`src/rtl/mips_pkg.sv`:
```
// Shared MIPS definitions: opcodes decoded by the core's control unit, loader
// request kinds, loader state encoding and the field-to-word encoder.
package mips_pkg;

   localparam logic [5:0] R_TYPE = 6'h00;
   localparam logic [5:0] ADDI   = 6'h08;
   localparam logic [5:0] ORI    = 6'h0d;
   localparam logic [5:0] ANDI   = 6'h0c;
   localparam logic [5:0] LUI    = 6'h0f;

   localparam logic [2:0] KIND_R    = 3'd0;
   localparam logic [2:0] KIND_ADDI = 3'd1;
   localparam logic [2:0] KIND_ORI  = 3'd2;
   localparam logic [2:0] KIND_ANDI = 3'd3;
   localparam logic [2:0] KIND_LUI  = 3'd4;

   typedef enum logic [1:0] {
      ST_IDLE  = 2'd0,
      ST_LOAD  = 2'd1,
      ST_DRAIN = 2'd2,
      ST_DONE  = 2'd3
   } loadState_t;

   function automatic logic isLegalKind(input logic [2:0] kind);
      return kind <= KIND_LUI;
   endfunction

   function automatic logic [31:0] encode_instr(
      input logic [2:0]  kind,
      input logic [4:0]  rs,
      input logic [4:0]  rt,
      input logic [4:0]  rd,
      input logic [4:0]  shamt,
      input logic [5:0]  funct,
      input logic [15:0] imm
   );
      logic [31:0] word;
      case (kind)
         KIND_R:    word = {R_TYPE, rs, rt, rd, shamt, funct};
         KIND_ADDI: word = {ADDI, rs, rt, imm};
         KIND_ORI:  word = {ORI, rs, rt, imm};
         KIND_ANDI: word = {ANDI, rs, rt, imm};
         // LUI has no source register; the rs slot is architecturally zero
         KIND_LUI:  word = {LUI, 5'd0, rt, imm};
         default:   word = 32'h0000_0000;
      endcase
      return word;
   endfunction

endpackage

```
`src/rtl/instr_fifo.sv`:
```
// Synchronous request FIFO with flush; push is ignored while full and pop
// while empty, so callers may request freely.
module instr_fifo #(
   parameter int WIDTH = 32,
   parameter int DEPTH = 4
) (
   input  logic             clk,
   input  logic             reset,
   input  logic             flush,
   input  logic             push,
   input  logic [WIDTH-1:0] wrData,
   input  logic             pop,
   output logic [WIDTH-1:0] rdData,
   output logic             full,
   output logic             empty
);

   localparam int PTR_W = $clog2(DEPTH);

   logic [WIDTH-1:0] store [DEPTH];
   logic [PTR_W:0]   wrPtr;
   logic [PTR_W:0]   rdPtr;
   logic             doPush;
   logic             doPop;

   // Extra pointer bit distinguishes full from empty when the indices match
   assign empty  = (wrPtr == rdPtr);
   assign full   = (wrPtr[PTR_W] != rdPtr[PTR_W]) &&
                   (wrPtr[PTR_W-1:0] == rdPtr[PTR_W-1:0]);
   assign doPush = push && !full;
   assign doPop  = pop && !empty;
   assign rdData = store[rdPtr[PTR_W-1:0]];

   always_ff @(posedge clk) begin
      if (!reset || flush) begin
         wrPtr <= '0;
         rdPtr <= '0;
      end else begin
         if (doPush) wrPtr <= wrPtr + (PTR_W+1)'(1);
         if (doPop)  rdPtr <= rdPtr + (PTR_W+1)'(1);
      end
   end

   always_ff @(posedge clk) begin
      if (doPush) store[wrPtr[PTR_W-1:0]] <= wrData;
   end

endmodule

```
`src/rtl/instr_encoder_loader.sv`:
```
// Program loader: encodes field-level requests into MIPS words, buffers them
// and writes them sequentially into the instruction memory write port.
module instr_encoder_loader
   import mips_pkg::*;
#(
   parameter int MEM_DEPTH  = 64,
   parameter int ADDR_W     = 6,
   parameter int FIFO_DEPTH = 4
) (
   input  logic              clk,
   input  logic              reset,
   input  logic              start,
   input  logic [ADDR_W-1:0] base_addr,
   input  logic              finish,
   input  logic              req_valid,
   output logic              req_ready,
   input  logic [2:0]        req_kind,
   input  logic [4:0]        req_rs,
   input  logic [4:0]        req_rt,
   input  logic [4:0]        req_rd,
   input  logic [4:0]        req_shamt,
   input  logic [5:0]        req_funct,
   input  logic [15:0]       req_imm,
   output logic              mem_we,
   output logic [ADDR_W-1:0] mem_addr,
   output logic [31:0]       mem_wdata,
   output logic              busy,
   output logic              done,
   output logic              error,
   output logic              overflow,
   output logic [ADDR_W:0]   words_written
);

   localparam logic [ADDR_W-1:0] LAST_ADDR = ADDR_W'(MEM_DEPTH - 1);

   loadState_t        state;
   loadState_t        nextState;
   logic [ADDR_W-1:0] wrPtr;
   logic              memExhausted;
   logic              active;
   logic              reqAccept;
   logic              legalKind;
   logic              overflowHit;
   logic              fifoPush;
   logic              fifoPop;
   logic              fifoFlush;
   logic              fifoFull;
   logic              fifoEmpty;
   logic [31:0]       encWord_p0;
   logic [31:0]       fifoHead;

   assign active      = (state == ST_LOAD) || (state == ST_DRAIN);
   assign busy        = active;
   assign done        = (state == ST_DONE);
   assign req_ready   = (state == ST_LOAD) && !fifoFull && !memExhausted;
   assign reqAccept   = req_valid && req_ready;
   assign legalKind   = isLegalKind(req_kind);
   assign encWord_p0  = encode_instr(req_kind, req_rs, req_rt, req_rd,
                                     req_shamt, req_funct, req_imm);

   // Memory is full but work is still queued or being offered: abandon it
   assign overflowHit = !start && active && memExhausted &&
                        (!fifoEmpty || ((state == ST_LOAD) && req_valid));

   // Illegal kinds complete the handshake but never enter the FIFO
   assign fifoPush    = reqAccept && legalKind && !start;
   assign fifoPop     = active && !fifoEmpty && !memExhausted && !start;
   assign fifoFlush   = start || overflowHit;

   instr_fifo #(
      .WIDTH (32),
      .DEPTH (FIFO_DEPTH)
   ) u_fifo (
      .clk    (clk),
      .reset  (reset),
      .flush  (fifoFlush),
      .push   (fifoPush),
      .wrData (encWord_p0),
      .pop    (fifoPop),
      .rdData (fifoHead),
      .full   (fifoFull),
      .empty  (fifoEmpty)
   );

   always_ff @(posedge clk) begin
      if (!reset) state <= ST_IDLE;
      else        state <= nextState;
   end

   always_comb begin
      nextState = state;
      if (start) begin
         nextState = ST_LOAD;
      end else begin
         case (state)
            ST_LOAD: begin
               if (overflowHit)  nextState = ST_DONE;
               else if (finish)  nextState = ST_DRAIN;
            end
            ST_DRAIN: begin
               if (overflowHit || fifoEmpty) nextState = ST_DONE;
            end
            default: nextState = state;
         endcase
      end
   end

   // Write stage: a pop registers one memory write and advances the pointer
   always_ff @(posedge clk) begin
      if (!reset) begin
         wrPtr         <= '0;
         memExhausted  <= 1'b0;
         mem_we        <= 1'b0;
         mem_addr      <= '0;
         mem_wdata     <= '0;
         error         <= 1'b0;
         overflow      <= 1'b0;
         words_written <= '0;
      end else if (start) begin
         wrPtr         <= base_addr;
         memExhausted  <= 1'b0;
         mem_we        <= 1'b0;
         error         <= 1'b0;
         overflow      <= 1'b0;
         words_written <= '0;
      end else begin
         mem_we <= fifoPop;
         if (fifoPop) begin
            mem_addr      <= wrPtr;
            mem_wdata     <= fifoHead;
            words_written <= words_written + (ADDR_W+1)'(1);
            // Pointer parks on the last word instead of wrapping
            if (wrPtr == LAST_ADDR) memExhausted <= 1'b1;
            else                    wrPtr        <= wrPtr + ADDR_W'(1);
         end
         if (reqAccept && !legalKind) error    <= 1'b1;
         if (overflowHit)             overflow <= 1'b1;
      end
   end

endmodule
```
`config.mk`:
```
export PLATFORM = sky130hd
export DESIGN_NAME = instr_encoder_loader
export DESIGN_NICKNAME = d
export VERILOG_FILES = /design/src/rtl/mips_pkg.sv /design/src/rtl/instr_fifo.sv /design/src/rtl/instr_encoder_loader.sv
export SDC_FILE = /design/constraint.sdc
export NUM_CORES = 1
export LEC_CHECK = 0
export ABC_AREA = 1
export BUFFER_PORTS_ARGS = -buffer_cell sky130_fd_sc_hd__buf_2
export CAP_MARGIN = 10
export CORE_MARGIN = 2
export CORE_UTILIZATION = 25
export DETAILED_ROUTE_END_ITERATION = 12
export PLACE_DENSITY = 0.52
export SYNTH_ARGS = -nofsm -noshare
export SYNTH_HDL_FRONTEND = slang
export SYNTH_SLANG_ARGS = --single-unit
```
`constraint.sdc`:
```
create_clock -name clk -period 3.2 [get_ports clk]
set_input_delay 0.16 -clock clk [delete_from_list [all_inputs] [get_ports clk]]
set_output_delay 0.16 -clock clk [all_outputs]
set_load 0.01 [all_outputs]
```
; ---- After elaboration in Yosys (flattened, before gate mapping)
; Memories as Yosys holds them, arrays and structs flattened. A register that Yosys moved wholly into a read port is not among the register bits.
; Cells that the tools add are included.
; Widths: inputs -> output; s select.
[totals]
reg_bits = 63
latchBits = 0
mem_bits_rw = 120
rom_bits = 0
input_bits = 56
out_inout_bits = 51
elab_cells = 85
n_memories = 1
[classes]
add_sub_neg = 4
mul = 0
div_mod_pow = 0
magnitude_cmp = 1
eq_ne = 16
n_shift = 0
n_mux = 11
bitwise = 2
n_reduce_logical = 38
[mem_list]
columns = name, depth, word_bits, read_ports, rd_clocked_by_memory_dff, write_ports, line
row1 = u_fifo.store, 4, 30, 1, 1, 1, instr_fifo.sv:20  ; logic [WIDTH-1:0] store [DEPTH];
[op_table]
columns = operator, count
row1 = $pmux 30 s5, 1
row2 = $mux 6, 3
row3 = $logic_and 1x1->1, 16
row4 = $add 7x1->7 const B, 1
row5 = $logic_not 1->1, 7
row6 = $add 3x1->3 const B, 2
row7 = $add 6x1->6 const B, 1
row8 = $eq 3x2->1 const B, 2
row9 = $eq 6x6->1 const B, 1
row10 = $mux 2, 3
row11 = $reduce_and 2->1, 3
row12 = $reduce_and 3->1, 2
row13 = $logic_or 1x1->1, 5
row14 = $eq 2x2->1 const B, 2
row15 = $ne 4x4->1 const B, 1
row16 = $pmux 2 s2, 1
row17 = $reduce_bool 2->1, 2
row18 = $eq 3x1->1 const B, 1
row19 = $eq 3x3->1, 1
row20 = $eq 3x3->1 const B, 1
row21 = $le 3x3->1 const B, 1
row22 = $logic_not 3->1, 1
row23 = $mux 1, 3
row24 = $ne 3x2->1 const B, 1
row25 = 9 further kinds, 10

; ---- Depth between registers and ports, before layout
; Gate-level depths: netlist of the first run.
[logic_depth]
ltp_word = 11
ltp_mapped = 11
depth_no_buf = 11

; ---- By module
; A second synthesis of the first run with hierarchy kept.
[unflattened]
hier_cells = 776
area_unflattened_um2 = 7950.1
[by_module_without_submodules]
columns = mod, instances, cells_each, area_per_inst_um2, seq_area_each_um2
row1 = instr_fifo, 1, 386, 5267.6, 4003.8
row2 = instr_encoder_loader, 1, 390, 2682.6, 1141.1

; ---- Worst setup path after synthesis of the first run
; No wires, ideal clock.
[synth_path]
path_kind = reg2reg
from = register state[1]
to = memory u_fifo.store[0][0] (netlist name), enable pin
setup_time_ns = 0.417
arrival_ns = 2.261
required_time_ns = 2.783
path_slack_ns = 0.522
path_stages_with_launch = 7
n_path_buf = 0
synth_period_minus_slack_ns = 2.678
cell_sequence = dfxtp_1 -> inv_1 -> ha_1 -> inv_1 -> nor2_1 -> nand4_2 -> nor2_1
[synth_between]
elab_chain_len = 9
[synth_lines]
columns = item, line
row1 = from (decl), instr_encoder_loader.sv:36  ; loadState_t state;
row2 = from (signal assigned), instr_encoder_loader.sv:87  ; else state <= nextState;
row3 = $eq 2x1->1, instr_encoder_loader.sv:55  ; assign req_ready = (state == ST_LOAD) && !fifoFull && !memExhausted;
row4 = $logic_and 1x1->1 (2 in a row), instr_encoder_loader.sv:55
row5 = $logic_and 1x1->1, instr_encoder_loader.sv:56  ; assign reqAccept = req_valid && req_ready;
row6 = $logic_and 1x1->1 (2 in a row), instr_encoder_loader.sv:66  ; assign fifoPush = reqAccept && legalKind && !start;
row7 = $logic_and 1x1->1, instr_fifo.sv:30  ; assign doPush = push && !full;
row8 = $mux 1, instr_fifo.sv:45  ; if (doPush) store[wrPtr[PTR_W-1:0]] <= wrData;
row9 = $mux 1 (not written as such), instr_fifo.sv:45
row10 = to (decl), instr_fifo.sv:20
; Every way passes these cells.

; ---- Final worst setup path of the first run
[layout_path]
from = register state[1]
to = memory u_fifo.store[2][20] (netlist name), enable pin
; Same word-level chain as after synthesis.

==> results of run 1 <==
metrics by stage:
stage	utilization	area, um2	power, mW
floorplan	-	7380	2.70
global placement	0.290	8370	2.79
detailed placement	0.290	8370	2.79
CTS	0.309	8920	4.75
global route	0.309	8920	4.87
finish	0.309	8920	4.70
cell type report:
class	count	area share
clock inverters	14	0.0136
clock buffers	18	0.0481
well taps	384	0.0539
inverters	48	0.0202
flip-flops and latches	181	0.541
multi-input cells	440	0.249
repair buffers	116	0.0741
worst max-delay path by stage:
stage / from / to / slack, ns / cells past startpoint
floorplan: state[1] / u_fifo.store[0][0] / 0.52 / 6
global placement: u_fifo.rdPtr[1] / u_fifo.store[2][25] / 0.91 / 7
detailed placement: u_fifo.rdPtr[1] / u_fifo.store[2][25] / 0.87 / 7
CTS: u_fifo.rdPtr[1] / u_fifo.store[2][20] / 0.85 / 7
global route: state[1] / u_fifo.store[2][20] / 0.71 / 7
finish: state[1] / u_fifo.store[2][20] / 0.86 / 7
routing by layer:
layer  wire length [um]  share of wire  track usage
met1               9150           0.50        0.167
met2               8530           0.46        0.195
met3                668          0.036       0.0281
met4                104         0.0056       0.0238
met5                  0              0            0
placed cells by master, fill, tap and decap left out, types with 2 or more instances in the layout:
cell         n
nor2_1     169
edfxtp_1   120
o21ai_0    105
buf_2      104
dfxtp_1     60
nand2_1     46
inv_1       44
o22ai_1     30
a21oi_1     21
clkbuf_16   17
a22o_1      16
ha_1        10
nand3_1      9
buf_4        8
nor2_4       7
inv_2        4
o21ai_1      4
inv_6        4
buf_12       4
nand4_1      3
nor3_1       3
xor2_1       2
xnor2_1      2
conb_1       2
clkinv_1     2
clkinv_8     2
clkinv_4     2
clkinv_2     2
kinds of logic (layout without fill, tap and decap cells):
kind of cell / after synthesis / after routing / share of synthesized area
AOI/OAI and AO/OA: 180 / 180 / 0.137
xor gates and xnor gates: 5 / 5 / 0.00696
adders and majority gates: 10 / 10 / 0.0170
buffers and inverters: 86 / 196 / 0.0484
DFF: 181 / 181 / 0.654
other: 1 / 2 / 0.000509
and+or+nand+nor: 243 / 243 / 0.136
report_power, final:
part / internal (mW) / switching (mW)
Clock: 1.02 / 0.946
Combinational: 0.0767 / 0.136
Sequential: 2.51 / 0.0111
Total: 3.61 / 1.09
registers in the layout, summed over array words and instances (netlist names):
name	flops
wrPtr	6
overflow	1
memExhausted	1
mem_we	1
u_fifo.rdPtr	3
mem_addr	6
state	2
error	1
mem_wdata	30
u_fifo.wrPtr	3
words_written	7
u_fifo.store	120
tightest hold or removal path, stage by stage:
cell	delay (ns)
buf_2	0.09
o211ai_1	0.08
nor2_1	0.07
==> results_dict.tcl, run 1 <==
set metrics [dict create \
    outcome "completed" \
    yosysSeqAreaShare 0.654 \
    overflow 0 \
    coreArea_mm2 0.0289 \
    gp_congestion 0.734 \
    async_reset_ff_frac 0 \
    cts.clk_slew.worst_paths_ns 0.07 \
    ys_types 36 \
    postCtsSetupBuffers 0 \
    drv_cap 0 \
    fillCellCount 2991 \
    regArea_mm2 0.00483 \
    whs_path_depth 3 \
    hold_path_end "wrPtr[2]" \
    postCtsHoldBufs 0 \
    vias 5266 \
    antenna_found_initial 0 \
    synth_top_cell_by_area "edfxtp_1" \
    hpwl_um 11500 \
    post-route-period-util 0.731 \
    cts.htree.levels 4 \
    multiInputGateArea_mm2 0.00222 \
    post-place-ws_ns 0.871 \
    setup_viol 0 \
    die_x_um 176 \
    worst-path-max-fanout 17 \
    synthMostInstantiatedCell "nor2_1" \
    cpPeakStageDelay_ns 0.51 \
    ir_drop_mv 0.325 \
    final_nets 870 \
    cts.path.max_buffers 2 \
    synth_common_cells "nor2_1, edfxtp_1, o21ai_0" \
    yosys_warnings 0 \
    tightestPinTransition_ns 1.05 \
    ioPinCount 107 \
    grt_setup_unrepaired "no" \
    synth_area_leaders "edfxtp_1, dfxtp_1, nor2_1, o21ai_0, o22ai_1" \
    dr.pass1.iters 5 \
    critPathTopFamily "simple AND/OR/NAND/NOR gates" \
    syn_area_mm2 0.00737 \
    fin_skew_ns 0.0143 \
    synth_seq_cells 181 \
    critical_path_buf_inv_count 3 \
    initial_utilization 0.256 \
    end_kind "register" \
    chipHeight_um 176 \
    clockRootBuffer "clkbuf_16" \
    rrSetupSlack_ns 0.86 \
    cp-start-kind "register" \
    cp.required_ns 3.33 \
    dr.first_iter.drc_count 270 \
    grt_max_degree 63 \
    power_density_mw_per_mm2 527 \
    antenna_cells 0 \
    rows 62 \
    avgSynthCellArea_um2 10.4 \
    yosys.area.top_type_share 0.489 \
    synth_top_flop_cell "edfxtp_1" \
    max-slew-margin-rel 0.298 \
    drc 0 \
    final_antenna_net_count 0 \
    worstHoldStart "base_addr[2]" \
    synthCells 706 \
    drive_above_1_share 0.201 \
    rr_worst_depth 7 \
    grt_pass1_vias 5044 \
    cp.arrival_ns 2.47 \
    finalMaxSlewViolations 0 \
    die_area_mm2 0.0309 \
    cpMostUsedCell "inv_1" \
    grt_pass1_wl_um 28700 \
    synth_edf_count 120 \
    fmax_ghz 0.427 \
    area_growth_pct 21.0 \
    setup_ws_ns 0.861 \
    avgRoutedWirePerCell_um 15.4 \
    reg2reg_from "state[1]" \
    hold_path_class "in -> reg" \
    routed_wl_um 18500 \
    path_cells "inv_1, ha_1, inv_1, nor2_1, nand4_2, nor2_4, buf_12" \
    clk_latency_ns 0.43 \
    p_leak_nw 3.54 \
    place_inst 1169 \
    cts.sinks 181 \
    portBuffers 104 \
    cts_buffers 17 \
    finalSetupTns_ns 0 \
    cts_resized 0 \
    layoutNonFillerInstCount 1201 \
    r2r-end "u_fifo.store[2][20]" \
    fin_hold_ws_ns 0.0236 \
    vias_per_cell 4.38 \
    crit_type "reg -> reg" \
    grtUsageTotal 0.121 \
    cpMaxStageDelayCell "nor2_4" \
    tritoncts "yes" \
    layout_min_cycle_time_ns 2.34 \
    hold_violations 0 \
]
Power figures use the tool's default switching activity.
==> run 2: changes to the inputs <==
clock period = 2.4 ns   (was 3.2 ns; I/O delays follow)
==> results_dict.tcl, run 2 (synthesis gave the netlist of run 1 again) <==
set metrics [dict create \
    outcome "completed" \
    die_area_mm2 0.0309 \
    vias 5335 \
    tritoncts "yes" \
    ioPinCount 107 \
    antenna_found_initial 0 \
    grt_pass1_vias 5105 \
    die_x_um 176 \
    end_kind "register" \
    cp.arrival_ns 2.49 \
    setup_ws_ns 0.237 \
    worstHoldStart "req_rs[4]" \
    whs_path_depth 3 \
    antenna_cells 0 \
    cts.clk_slew.worst_paths_ns 0.08 \
    final_cell_mix "nor2_1, edfxtp_1, o21ai_0" \
    cts.htree.levels 4 \
    fin_skew_ns 0.0145 \
    hold_path_end "u_fifo.store[0][25]" \
    crit_type "reg -> reg" \
    grt_setup_unrepaired "no" \
    final_antenna_net_count 0 \
    area_growth_pct 22.9 \
    avgRoutedWirePerCell_um 15.5 \
    grt_pass1_wl_um 29400 \
    cts.sinks 181 \
    drc 0 \
    setup_viol 0 \
    grt_max_degree 62 \
    vias_per_cell 4.41 \
    cp.required_ns 2.73 \
    dr.pass1.iters 4 \
    overflow 0 \
    postCtsSetupBuffers 0 \
    grtUsageTotal 0.125 \
    hold_violations 0 \
    p_leak_nw 3.62 \
    fillCellCount 3015 \
    cp-start-kind "register" \
    coreArea_mm2 0.0289 \
    postCtsHoldBufs 2 \
    finalMaxSlewViolations 0 \
    final_nets 880 \
    finalSetupTns_ns 0 \
    clk_latency_ns 0.44 \
    ir_drop_mv 0.430 \
    rrSetupSlack_ns 0.24 \
    routed_wl_um 18700 \
    post-place-ws_ns 0.229 \
    gp_congestion 0.739 \
    largest_reg_flops 120 \
    initial_utilization 0.256 \
    rr_worst_depth 11 \
    cts_buffers 17 \
    path_cells "inv_1, ha_1, nor2_1, nand2_4, nor2_8, buf_4, nand2_1, nor2_1, nand2_1, nand2_1, nor2_1" \
    rows 62 \
    max-slew-margin-rel 0.460 \
    chipHeight_um 176 \
    clockRootBuffer "clkbuf_16" \
    tightestPinTransition_ns 0.809 \
    cpMaxStageDelayCell "buf_4" \
    hold_path_class "in -> reg" \
    portBuffers 104 \
    reg2reg_from "state[0]" \
    worst-path-max-fanout 44 \
    layout_min_cycle_time_ns 2.16 \
    drv_cap 0 \
    power_density_mw_per_mm2 720 \
    cpPeakStageDelay_ns 0.44 \
    drive_above_1_share 0.212 \
    fmax_ghz 0.462 \
    cts.path.max_buffers 2 \
    post-route-period-util 0.901 \
    r2r-end "words_written[6]" \
    hpwl_um 12000 \
    cts_resized 0 \
    dr.first_iter.drc_count 321 \
    final_common_cell "nor2_1" \
]
-- run 2: worst max-delay path, delay by kind of cell, from the launching register on --
family	cells	cell delay [ns]
adder cells (fa/ha/maj)	1	0.33
buffers and inverters	2	0.50
flip-flops	1	0.38
AND/OR/NAND/NOR	8	0.84
-- run 2: layout make-up --
class                   instances  area [um2]  share of cell area
inverters                      48         180              0.0199
repair buffers                126         728              0.0804
clock inverters                15         198              0.0218
well taps                     384         480              0.0530
flip-flops and latches        181        4830               0.533
multi-input cells             440        2220               0.245
clock buffers                  17         425              0.0469
-- run 2: where the power goes --
group          leakage (nW)  internal, mW  switching [mW]
combinational          1.73         0.108           0.183
clock                 0.297          1.44            1.43
sequential             1.59          3.35          0.0148
total                  3.62          4.89            1.63
-- run 2: worst max-delay path by stage --
stage                          to  slack [ns]     start  cells past startpoint
2_1_floorplan  u_fifo.store[0][0]       -0.28  state[1]                      6
3_3_place_gp     words_written[6]        0.25  state[0]                     11
3_5_place_dp     words_written[6]        0.23  state[0]                     11
4_1_cts          words_written[6]        0.22  state[0]                     11
5_1_grt          words_written[6]        0.04  state[0]                     11
6_report         words_written[6]        0.24  state[0]                     11
-- run 2: per-stage QoR --
stage | instances | hold WS, ns | cell area, um2 | utilization | total power, mW
6_report | 1211 | 0.0387 | 9060 | 0.314 | 6.53
5_1_grt | 1211 | 0.0417 | 9060 | 0.314 | 6.77
4_1_cts | 1211 | 0.0206 | 9060 | 0.314 | 6.61
3_5_place_dp | 1177 | 0.417 | 8420 | 0.292 | 3.73
3_3_place_gp | 1177 | 0.414 | 8420 | 0.292 | 3.73
2_1_floorplan | 707 | 0.281 | 7380 | - | 3.60
-- run 2: routing by layer --
layer	global-route usage	routed length (um)
met2	0.197	8560
met4	0.0313	199
met5	0	0
met3	0.0242	845
met1	0.176	9130
==> run 3: changes to the inputs <==
CORE_UTILIZATION = 50   (was 25)
PLACE_DENSITY = 0.82   (was 0.52)
==> results_dict.tcl, run 3 (synthesis gave the netlist of run 1 again) <==
set metrics [dict create \
    tightestPinTransition_ns 0.742 \
    cp.arrival_ns 2.26 \
    setup_viol 0 \
    finalMaxSlewViolations 0 \
    crit_type "reg -> reg" \
    grt_pass1_wl_um 25600 \
    drc 0 \
    rrSetupSlack_ns 0.27 \
    avgRoutedWirePerCell_um 15.7 \
    p_comb_frac 0.046 \
    overflow 0 \
    hpwl_um 10100 \
    cp-start-kind "register" \
    hold_path_end "error" \
    power.total_mw 6.09 \
    gp_congestion 0.820 \
    portBuffers 104 \
    cts.path.max_buffers 2 \
    final_cell_mix "nor2_1, edfxtp_1, o21ai_0" \
    max-slew-margin-rel 0.505 \
    rr_worst_depth 7 \
    p_clk_frac 0.401 \
    final_nets 880 \
    vias_per_cell 5.35 \
    antenna_cells 0 \
    dr.first_iter.drc_count 376 \
    worstHoldStart "req_valid" \
    reg2reg_from "state[1]" \
    vias 5408 \
    outcome "completed" \
    p_int_mw 4.80 \
    power_density_mw_per_mm2 702 \
    antenna_found_initial 0 \
    cts.sinks 181 \
    post-route-period-util 0.887 \
    grt_pass1_vias 5188 \
    seqPwrFrac 0.553 \
    fmax_ghz 0.470 \
    grtUsageTotal 0.207 \
    routed_wl_um 15800 \
    hold_violations 0 \
    worst-path-max-fanout 24 \
    largest_reg_flops 120 \
    fillCellCount 1191 \
    end_kind "register" \
    final_common_cell "nor2_1" \
    cpPeakStageDelay_ns 0.34 \
    clk_latency_ns 0.43 \
    cts.htree.levels 4 \
    chipHeight_um 125 \
    cts_buffers 17 \
    cpMostUsedCell "inv_1" \
    ioPinCount 107 \
    fin_skew_ns 0.00798 \
    whs_path_depth 3 \
    die_area_mm2 0.0157 \
    final_antenna_net_count 0 \
    r2r-end "u_fifo.store[1][15]" \
    die_x_um 125 \
    initial_utilization 0.509 \
    path_cells "inv_1, ha_1, inv_1, nor2_1, nand4_2, nor2_4, buf_12" \
    hold_path_class "in -> reg" \
    layout_min_cycle_time_ns 2.13 \
    finalSetupTns_ns 0 \
    grt_max_degree 42 \
    swShare 0.212 \
    coreArea_mm2 0.0145 \
    area_growth_pct 17.6 \
    dr.pass1.iters 5 \
    clockRootBuffer "clkbuf_16" \
    ir_drop_mv 0.499 \
    cpMaxStageDelayCell "nand4_2" \
    grt_setup_unrepaired "no" \
    cp.required_ns 2.53 \
    rows 44 \
    p_leak_nw 3.55 \
    p_switching_mw 1.29 \
    cts.clk_slew.worst_paths_ns 0.06 \
    tritoncts "yes" \
    drive_above_1_share 0.205 \
    drv_cap 0 \
]
run 3: cell types whose count changed in the layout (fill, tap and decap cells not counted), moves of 2 or more:
| cell | previous run | this run |
|---|---|---|
| inv_12 | 2 | 0 |
| buf_12 | 3 | 1 |
| clkinvlp_4 | 1 | 4 |
| inv_8 | 3 | 0 |
| inv_6 | 3 | 1 |
| clkinv_2 | 0 | 3 |
| clkinv_8 | 6 | 0 |
| clkbuf_1 | 0 | 5 |
| buf_4 | 17 | 20 |
run 3: per-layer routing:
layer  global-route usage  part of all wire  vias up
met1                0.264              0.43     2532
li1                     -                 -     2644
met3               0.0394             0.058       33
met4               0.0895             0.027        0
met5                    0                 0        -
met2                0.345              0.49      199
run 3: how the worst max path moves through the flow:
stage,from,slack [ns],end,cells past startpoint
detailed placement,state[1],0.29,u_fifo.store[1][15],7
global route,state[0],0.13,mem_wdata[3],9
global placement,state[1],0.37,u_fifo.store[1][15],7
floorplan,state[1],-0.28,u_fifo.store[0][0],6
CTS,state[1],0.28,u_fifo.store[1][14],7
finish,state[1],0.27,u_fifo.store[1][15],7
run 3: metrics by stage:
step | hold slack (ns) | cell area [um2] | setup WS, ns | utilization | cells
after global placement | 0.405 | 8150 | 0.368 | 0.563 | 978
after CTS | 0.00698 | 8670 | 0.284 | 0.599 | 1010
after detailed placement | 0.409 | 8150 | 0.293 | 0.563 | 978
final | 0.0230 | 8670 | 0.272 | 0.599 | 1010
after global routing | 0.0244 | 8670 | 0.127 | 0.599 | 1010
after floorplan | 0.281 | 7380 | -0.278 | - | 707
run 3: what timing repair did:
item	in CTS	in global routing
hold endpoints to repair	1	0
hold buffers	1	0
buffers inserted	0	0
setup endpoints to repair	0	0
resized for setup	0	0
run 3: area by class of cell:
class	count	area [um2]	share of cell area
clock buffers	23	458	0.0528
clock inverters	8	53.8	0.00620
inverters	48	180	0.0208
multi-input cells	440	2220	0.256
flip-flops and latches	181	4830	0.556
well taps	184	230	0.0265
repair buffers	126	701	0.0808
run 3: worst max-delay path, delay by kind of cell (launching register included):
kind                     cells  cell delay (ns)
AND/OR/NAND/NOR              3             0.85
flip-flops                   1             0.33
adder cells (fa/ha/maj)      1             0.22
buffers and inverters        3             0.41
run 3: power by group through the flow:
stage	Sequential, mW	Clock [mW]	Combinational (mW)
finish	3.37	2.44	0.279
global route	3.37	2.58	0.310
CTS	3.37	2.45	0.279
detailed placement	3.44	0	0.276
global placement	3.44	0	0.269
floorplan	3.44	0	0.164
